### src/rtl/tpx3_sync_sequencer.sv
// -----------------------------------------------------------------------------
// tpx3_sync_sequencer
//   Generates (host) or regenerates (client) the Timepix3 Reset / T0_Sync
//   sequence so that every board in a chain releases reset and fires T0 on a
//   deterministic clock cycle.
//
// Ports
//   CLK, RST_N          chip-domain clock, asynchronous active-low reset
//   MODE_HOST           1 = host (local sequence), 0 = client; sampled in IDLE
//   START               host: one-cycle request to run the sequence
//   RESET_LEN[7:0]      host: reset pulse length in cycles (0 acts as 1)
//   T0_DELAY[15:0]      host: cycles from reset release to T0 rise
//   EXT_RESET_IN        client: asynchronous external reset level
//   EXT_T0_IN           client: asynchronous external T0 level
//   TPX_RESET           chip reset driver, active high
//   TPX_T0_SYNC         chip T0_Sync driver
//   EXT_RESET_OUT       host copy of TPX_RESET for client boards
//   EXT_T0_OUT          host copy of TPX_T0_SYNC for client boards
//   BUSY                high whenever the FSM is not in IDLE
//   DONE                sticky, sequence completed
//   ERROR               sticky, client T0 timeout
// -----------------------------------------------------------------------------
module tpx3_sync_sequencer #(
   parameter int SYNC_STAGES = 2,
   parameter int T0_WIDTH    = 4,
   parameter int TIMEOUT     = 65535
) (
   input  logic        CLK,
   input  logic        RST_N,
   input  logic        MODE_HOST,
   input  logic        START,
   input  logic [7:0]  RESET_LEN,
   input  logic [15:0] T0_DELAY,
   input  logic        EXT_RESET_IN,
   input  logic        EXT_T0_IN,
   output logic        TPX_RESET,
   output logic        TPX_T0_SYNC,
   output logic        EXT_RESET_OUT,
   output logic        EXT_T0_OUT,
   output logic        BUSY,
   output logic        DONE,
   output logic        ERROR
);

   // One shared counter covers reset length, T0 delay, T0 width and timeout.
   localparam int CW_T = ($clog2(TIMEOUT + 1) > $clog2(T0_WIDTH + 1)) ?
                         $clog2(TIMEOUT + 1) : $clog2(T0_WIDTH + 1);
   localparam int CW   = (CW_T > 16) ? CW_T : 16;

   localparam logic [CW-1:0] TO_LAST = CW'(TIMEOUT - 1);
   localparam logic [CW-1:0] T0_LAST = CW'(T0_WIDTH - 1);

   typedef enum logic [2:0] {
      IDLE, H_RST, H_WAIT, C_RST, C_WAIT, T0_PULSE
   } state_t;

   state_t           state, state_nxt;
   logic [CW-1:0]    cnt, cnt_nxt;
   logic [7:0]       rl_q;
   logic [15:0]      td_q;
   logic             host_run, host_nxt;
   logic             done_nxt, error_nxt;
   logic             latch;

   // ---------------------------------------------------------------------------
   // Client input synchronizers and edge detectors
   // ---------------------------------------------------------------------------
   logic [SYNC_STAGES-1:0] rst_sync, t0_sync;
   logic                   rst_prev, t0_prev;
   logic                   rst_lvl, t0_lvl, rst_rise, t0_rise;

   always_ff @(posedge CLK or negedge RST_N) begin
      if (!RST_N) begin
         rst_sync <= '0;
         t0_sync  <= '0;
         rst_prev <= 1'b0;
         t0_prev  <= 1'b0;
      end else begin
         rst_sync <= {rst_sync[SYNC_STAGES-2:0], EXT_RESET_IN};
         t0_sync  <= {t0_sync[SYNC_STAGES-2:0], EXT_T0_IN};
         rst_prev <= rst_lvl;
         t0_prev  <= t0_lvl;
      end
   end

   assign rst_lvl  = rst_sync[SYNC_STAGES-1];
   assign t0_lvl   = t0_sync[SYNC_STAGES-1];
   // prev tracks the level continuously, so a T0 level that is already high
   // when C_WAIT is entered never produces an edge.
   assign rst_rise = rst_lvl & ~rst_prev;
   assign t0_rise  = t0_lvl & ~t0_prev;

   // ---------------------------------------------------------------------------
   // FSM next-state
   // ---------------------------------------------------------------------------
   always_comb begin
      state_nxt = state;
      cnt_nxt   = cnt;
      host_nxt  = host_run;
      done_nxt  = DONE;
      error_nxt = ERROR;
      latch     = 1'b0;
      case (state)
         IDLE: begin
            cnt_nxt = '0;
            if (MODE_HOST) begin
               if (START) begin
                  state_nxt = H_RST;
                  host_nxt  = 1'b1;
                  done_nxt  = 1'b0;
                  error_nxt = 1'b0;
                  latch     = 1'b1;
               end
            end else if (rst_rise) begin
               state_nxt = C_RST;
               host_nxt  = 1'b0;
               done_nxt  = 1'b0;
               error_nxt = 1'b0;
            end
         end
         H_RST: begin
            if (cnt == CW'(rl_q - 8'd1)) begin
               cnt_nxt   = '0;
               // zero delay skips H_WAIT so T0 follows reset release directly
               state_nxt = (td_q == 16'd0) ? T0_PULSE : H_WAIT;
            end else begin
               cnt_nxt = cnt + 1'b1;
            end
         end
         H_WAIT: begin
            if (cnt == CW'(td_q - 16'd1)) begin
               cnt_nxt   = '0;
               state_nxt = T0_PULSE;
            end else begin
               cnt_nxt = cnt + 1'b1;
            end
         end
         C_RST: begin
            if (!rst_lvl) begin
               cnt_nxt   = '0;
               state_nxt = C_WAIT;
            end
         end
         C_WAIT: begin
            if (rst_rise) begin
               cnt_nxt   = '0;
               state_nxt = C_RST;
            end else if (t0_rise) begin
               cnt_nxt   = '0;
               state_nxt = T0_PULSE;
            end else if (cnt == TO_LAST) begin
               cnt_nxt   = '0;
               state_nxt = IDLE;
               error_nxt = 1'b1;
            end else begin
               cnt_nxt = cnt + 1'b1;
            end
         end
         T0_PULSE: begin
            if (cnt == T0_LAST) begin
               cnt_nxt   = '0;
               state_nxt = IDLE;
               done_nxt  = 1'b1;
            end else begin
               cnt_nxt = cnt + 1'b1;
            end
         end
         default: begin
            state_nxt = IDLE;
            cnt_nxt   = '0;
         end
      endcase
   end

   // ---------------------------------------------------------------------------
   // State, latched parameters and registered outputs. Outputs are decoded
   // from the next state so each pulse starts on the transition edge.
   // ---------------------------------------------------------------------------
   always_ff @(posedge CLK or negedge RST_N) begin
      if (!RST_N) begin
         state         <= IDLE;
         cnt           <= '0;
         rl_q          <= 8'd1;
         td_q          <= '0;
         host_run      <= 1'b0;
         TPX_RESET     <= 1'b0;
         TPX_T0_SYNC   <= 1'b0;
         EXT_RESET_OUT <= 1'b0;
         EXT_T0_OUT    <= 1'b0;
         BUSY          <= 1'b0;
         DONE          <= 1'b0;
         ERROR         <= 1'b0;
      end else begin
         state    <= state_nxt;
         cnt      <= cnt_nxt;
         host_run <= host_nxt;
         DONE     <= done_nxt;
         ERROR    <= error_nxt;
         if (latch) begin
            rl_q <= (RESET_LEN == 8'd0) ? 8'd1 : RESET_LEN;
            td_q <= T0_DELAY;
         end
         TPX_RESET     <= (state_nxt == H_RST) || (state_nxt == C_RST);
         TPX_T0_SYNC   <= (state_nxt == T0_PULSE);
         EXT_RESET_OUT <= (state_nxt == H_RST);
         EXT_T0_OUT    <= (state_nxt == T0_PULSE) && host_nxt;
         BUSY          <= (state_nxt != IDLE);
      end
   end

endmodule

### config.mk
export PLATFORM = sky130hd
export DESIGN_NAME = tpx3_sync_sequencer
export DESIGN_NICKNAME = d
export VERILOG_FILES = /design/src/rtl/tpx3_sync_sequencer.sv
export SDC_FILE = /design/constraint.sdc
export NUM_CORES = 1
export LEC_CHECK = 0
export ABC_AREA = 1
export BUFFER_PORTS_ARGS = -buffer_cell sky130_fd_sc_hd__buf_2
export CORE_UTILIZATION = 40
export DETAILED_ROUTE_END_ITERATION = 12
export PLACE_DENSITY_LB_ADDON = 0.05
export SLEW_MARGIN = 10
export SYNTH_ARGS = -nofsm -noshare
export SYNTH_HDL_FRONTEND = slang
export SYNTH_SLANG_ARGS = --single-unit
### constraint.sdc
create_clock -name CLK -period 6.53 [get_ports CLK]
set_clock_uncertainty 0.2 [all_clocks]
set_input_delay 0 -clock CLK [delete_from_list [all_inputs] [get_ports CLK]]
set_output_delay 0 -clock CLK [all_outputs]
set_load 0.02 [all_outputs]
==> flow_metrics.py, run 1 <==
metrics = {
    "power": {
        "internal_power_uw": 1082,
        "ir_drop_v": 0.0001817,
        "p_sw_frac": 0.4505,
        "seqPwrFrac": 0.304,
        "power_leakage_uw": 0.002561,
        "netSwitchingPower_uw": 887.0,
        "combPwrFrac": 0.493,
        "clkPwrFrac": 0.203,
        "cellPowerDensity_nw_per_um2": 405.9,
    },
    "global_routing": {
        "grt_overflow_total": 0,
        "grt_max_degree": 58,
        "track_usage": 0.2135,
        "antenna_found_initial": 0,
        "grt_pass1_vias": 3529,
        "grt_first_pass_wirelength_mm": 16.72,
    },
    "hold_path": {
        "holdCritPathClass": "input pin to flip-flop",
        "min_to": "rl_q[4]",
        "min-delay-start": "START",
        "hold_path_depth": 5,
    },
    "logic_synthesis": {
        "yosysUniqueCellTypes": 36,
        "post-synth-top-count-cell": "nand2_1",
        "ys_ff_latch": 57,
        "synth_edf_count": 0,
        "async_flop_share": 1.000,
        "yosysWarnings": 0,
        "seq_area_frac_synth": 0.3641,
        "synth_top_area_frac": 0.3574,
        "syn_area_per_cell_um2": 6.714,
        "ys_top_cells_by_count": "nand2_1 (215), inv_1 (76), nor2_1 (57)",
        "netlist_area_um2": 3921,
        "synth_fp_nets": 618,
        "synth_ff_type": "dfrtp_1",
        "synth_top_area_cell": "dfrtp_1",
        "synthCells": 584,
        "ys_top_cells_by_area": "dfrtp_1 (36%), nand2_1 (21%), inv_1 (7.3%)",
    },
    "timing": {
        "rsz0062_at_grt": "false",
        "setup_viol": 0,
        "hold_violations": 0,
        "layout_min_cycle_time_ps": 2689,
        "relSlewSlack": 0.3954,
        "tightestPinTransition_ps": 906.0,
        "max_freq_mhz": 371.9,
        "fin_tns_setup_ps": 0,
        "hold_slack_ps": 6.217,
        "period_share": 0.4118,
        "maxSlewViolCount": 0,
    },
    "finish": {
        "area_growth_pct": 23.71,
        "fill_cells": 983,
        "finalNetCount": 694,
        "drive_above_1_share": 0.1353,
        "antenna_cells": 0,
        "final_cells": 794,
    },
    "die": {
        "io_pins": 37,
        "die_area_um2": 10200,
        "design.core.area_um2": 9371,
        "rows": 35,
        "dieWidth_um": 101.0,
        "die_h_um": 101.0,
        "start_util": 0.4184,
    },
    "detailed_routing": {
        "antenna_left": 0,
        "dr.pass1.iters": 5,
        "drt_iter0_drc": 262,
        "via_per_inst": 4.703,
        "route.detailed.drc": 0,
        "wirelength_mm": 10.07,
        "wl_per_cell_um": 12.68,
        "via_count": 3734,
    },
    "worst_setup_path": {
        "reg2reg_from": "state[1]",
        "timing.rr.end": "td_q[15]",
        "cp.arrival_ps": 2770,
        "path_class": "flip-flop to flip-flop",
        "r2r_setup_slack_ps": 3840,
        "r2r_cells": 9,
        "critPathCaptureType": "flip-flop",
        "worstPathRequired_ps": 6610,
        "crit_fanout": 33,
        "worstSetupStartpointType": "flip-flop",
    },
    "clock_tree": {
        "clock-root-buffer": "clkbuf_8",
        "ctsHoldBuffers": 40,
        "insertion_delay_ps": 340,
        "cts.path.max_buffers": 2,
        "post_cts_buffers": 0,
        "clock-sinks": 57,
        "cts_resized": 0,
        "clk_pin_slew_ps": 70,
        "cts_tree": "yes",
        "htree_levels": 3,
        "cts_made_buffers": 9,
    },
    "place": {
        "place.gp.congestion": 0.8473,
        "dpl.hpwl_mm": 7.322,
        "dp.cells": 738,
        "numPortBuffers": 36,
    },
    "outcome": {
        "status": "finished, final reports clean",
    },
    "job": {
        "cap_violations": 0,
    },
}
metrics by stage:
stage	util	instance area, um2	power [uW]	setup WS, ps
floorplan	-	3921	1301	4254
global placement	0.4494	4212	1499	3976
detailed placement	0.4494	4212	1508	3930
CTS	0.5176	4851	1981	3829
global route	0.5176	4851	2155	3591
finish	0.5176	4851	1969	3841
layer usage:
layer  wire, um  vias to the layer above  track usage  share of wire
met5          0                        -            0              0
met4        142                        0      0.05351          0.014
met3        429                       11      0.04646          0.043
met2       4431                       76       0.3383           0.44
met1       5065                     1671       0.2959           0.50
li1           -                     1976            -              -
power groups by stage:
stage | Combinational (uW) | Clock, uW | Sequential, uW
floorplan | 716 | 0 | 585
global placement | 894 | 0 | 605
detailed placement | 903 | 0 | 605
CTS | 970 | 412 | 599
global route | 1110 | 430 | 619
finish | 970 | 400 | 599
critical path, stage by stage, from the launching register on:
cell and delay, ps:
dfrtp_1 410, nor2_1 90, inv_1 60, nor2_1 110, nand3_1 80, buf_4 210
inv_1 680, nand2_1 120, nand2_1 110, dlygate4sd3_1 550
sequential cells by signal, indices dropped and copies added (netlist names), 2 cells and up:
name	flops
state	3
rst_sync	2
cnt	16
rl_q	8
t0_sync	2
td_q	16
final cells by class:
class | count | area, um2 | area share
clock buffers | 12 | 165.2 | 0.03405
clock inverters | 4 | 73.82 | 0.01522
inverters | 77 | 289.0 | 0.05958
multi-input cells | 437 | 2138 | 0.4408
flip-flops and latches | 57 | 1428 | 0.2943
well taps | 129 | 161.4 | 0.03327
repair buffers | 78 | 595.6 | 0.1228
worst max-delay path by stage:
stage               startpoint          to  depth (start not counted)
floorplan              rl_q[0]      cnt[8]                         15
global placement      state[1]  EXT_T0_OUT                         12
detailed placement    state[1]  EXT_T0_OUT                         12
CTS                   state[1]    td_q[11]                          9
global route          state[1]  EXT_T0_OUT                         12
finish                state[1]    td_q[15]                          9
layout by cell type (no fill, tap or decap), types with 2 or more instances in the layout:
cell type	instances
nor3_1	9
nand2_1	215
nand3_2	9
xnor2_1	10
dlygate4sd3_1	40
nor2_2	3
nand3b_1	5
ha_1	4
a21oi_1	4
or2_2	3
nand3_1	45
buf_4	2
nor4_1	3
nand4_1	9
nand2_4	3
dfrtp_1	56
o21ai_1	2
nand2_2	7
bufinv_16	2
nor3_2	2
inv_1	76
o21ai_0	27
xor2_1	9
buf_2	36
nor2_4	4
clkbuf_8	12
nor2_1	57
kinds of logic (layout without fill, tap and decap cells):
group           Yosys count  count (layout)  synth area share
xor+xnor                 19              19           0.04244
compound gates           38              38           0.05393
buf+inv                  90             171           0.09062
flops                    57              57            0.3641
simple gates            376             376            0.4362
fa+ha+maj                 4               4           0.01276
(Power assumes the default switching activity.)
==> run 2, diff against run 1 <==
Clock period 6.53 ns to 2.55 ns, I/O delays scaled along.
==> flow_metrics.py, run 2 (same netlist as run 1, synthesis figures left out) <==
metrics = {
    "outcome": {
        "status": "finished, final reports clean",
    },
    "detailed_routing": {
        "antenna_left": 0,
        "dr.pass1.iters": 5,
        "drt_iter0_drc": 185,
        "wl_per_cell_um": 13.19,
        "via_per_inst": 4.764,
        "route.detailed.drc": 0,
        "via_count": 3802,
        "wirelength_mm": 10.52,
    },
    "worst_setup_path": {
        "worstPathRequired_ps": 2580,
        "worstSetupStartpointType": "flip-flop",
        "critPathMaxStageDelay_ps": 560,
        "r2r_cells": 14,
        "r2r_setup_slack_ps": 170,
        "path_class": "flip-flop to flip-flop",
        "reg2reg_from": "rl_q[0]",
        "timing.rr.end": "cnt[9]",
        "crit_fanout": 7,
        "path_cells": "inv_4, ha_4, inv_2, nand2_1, nand3_1, nand2_1, nor2_1, nand3_1, nor2_2, nand2_2, a21oi_4, nand2_4, nand3_2, nand2_1",
        "cp.arrival_ps": 2410,
        "critPathSlowestCell": "dfstp_2",
        "path_buf_inv": 2,
        "cp_common_cell": "nand2_1",
        "cp_top_family": "simple AND/OR/NAND/NOR gates",
        "critPathCaptureType": "flip-flop",
    },
    "clock_tree": {
        "insertion_delay_ps": 340,
        "cts.path.max_buffers": 2,
        "clk_pin_slew_ps": 70,
        "clock-sinks": 57,
        "cts_made_buffers": 9,
        "cts_tree": "yes",
        "htree_levels": 3,
        "clock-root-buffer": "clkbuf_8",
    },
    "timing": {
        "relSlewSlack": 0.5983,
        "hold_violations": 0,
        "max_freq_mhz": 419.8,
        "fin_tns_setup_ps": 0,
        "tightestPinTransition_ps": 598.0,
        "setup_viol": 0,
        "layout_min_cycle_time_ps": 2382,
        "hold_slack_ps": 10.95,
        "maxSlewViolCount": 0,
        "period_share": 0.9341,
        "rsz0062_at_grt": "false",
    },
    "die": {
        "io_pins": 37,
        "die_area_um2": 10200,
        "die_h_um": 101.0,
        "design.core.area_um2": 9371,
        "start_util": 0.4184,
        "dieWidth_um": 101.0,
        "rows": 35,
    },
    "job": {
        "cap_violations": 0,
    },
    "place": {
        "place.gp.congestion": 0.8966,
        "dpl.hpwl_mm": 7.624,
        "numPortBuffers": 36,
    },
    "hold_path": {
        "holdCritPathClass": "input pin to async pin",
    },
    "power": {
        "ir_drop_v": 0.0003641,
        "finalPower_uw": 5011,
        "cellPowerDensity_nw_per_um2": 1028,
        "power_leakage_uw": 0.002566,
    },
    "finish": {
        "final_common_cell": "nand2_1",
        "area_growth_pct": 24.28,
        "drive_above_1_share": 0.1614,
        "antenna_cells": 0,
        "top_regs": "cnt (16), td_q (16), rl_q (8)",
        "layout_common_cells": "nand2_1 (213), inv_1 (74), dfrtp_1 (56), nor2_1 (56), nand3_1 (45)",
        "finalNetCount": 698,
    },
    "global_routing": {
        "grt_overflow_total": 0,
        "track_usage": 0.2218,
        "antenna_found_initial": 0,
        "grt_first_pass_wirelength_mm": 17.33,
        "grt_max_degree": 33,
        "grt_pass1_vias": 3651,
    },
}
==> run 2: changes by cell type in the layout (fill, tap and decap cells not counted), moves of 2 or more <==
cell / delta
buf_4: +9
dlygate4sd3_1: -6
clkinv_2: +2
ha_1: -2
inv_1: -2
nand2_1: -2
nand2_2: +2
==> run 2: what timing repair did <==
| item | CTS | global route |
|---|---|---|
| hold buffers | 34 | 0 |
| buffers inserted | 0 | 2 |
| setup endpoints to repair | 0 | 21 |
| endpoints found under the hold margin | 87 | 0 |
| gates resized for setup | 0 | 12 |
==> run 2: where the power goes <==
group	internal, uW	total, uW	switching (uW)	leakage (uW)
combinational	966	2570	1610	0.00173
sequential	1190	1540	353	0.000724
clock	501	892	391	0.000109
==> run 2: tightest hold or removal path, stage by stage <==
cell           delay (ps)
dlygate4sd3_1         520
buf_2                 120
buf_4                 310
==> run 2: area by class of cell <==
class                           count  area, um2
Fill cell                         977       4498
Multi-Input combinational cell    438       2185
Sequential cell                    57       1428
Timing Repair Buffer               81      603.1
Inverter                           77      291.5
Tap cell                          129      161.4
Clock buffer                       11      151.4
Clock inverter                      5      53.80
==> run 2: how the worst max path moves through the flow <==
stage,start,end,slack [ps],cells past startpoint
after global routing,rl_q[0],cnt[6],20,14
after CTS,rl_q[0],cnt[14],30,14
after global placement,rl_q[0],cnt[14],150,14
final,rl_q[0],cnt[9],170,14
after floorplan,rl_q[0],cnt[8],270,15
after detailed placement,rl_q[0],cnt[14],50,14
==> run 2: metrics by stage <==
stage	utilization	cells	setup slack (ps)	cell area, um2
6_report	0.5200	798	168.2	4873
5_1_grt	0.5200	798	20.83	4873
4_1_cts	0.5132	795	27.17	4810
3_5_place_dp	0.4550	745	51.97	4264
3_3_place_gp	0.4550	745	146.5	4264
2_1_floorplan	-	584	274.4	3921
==> run 2: per-layer routing <==
layer	routed length (um)	share of wire	GRT usage	up-vias
met1	5346	0.51	0.3095	1734
met3	343	0.033	0.03883	15
li1	-	-	-	1981
met2	4598	0.44	0.3425	72
met5	0	0	0	-
met4	235	0.022	0.08361	0
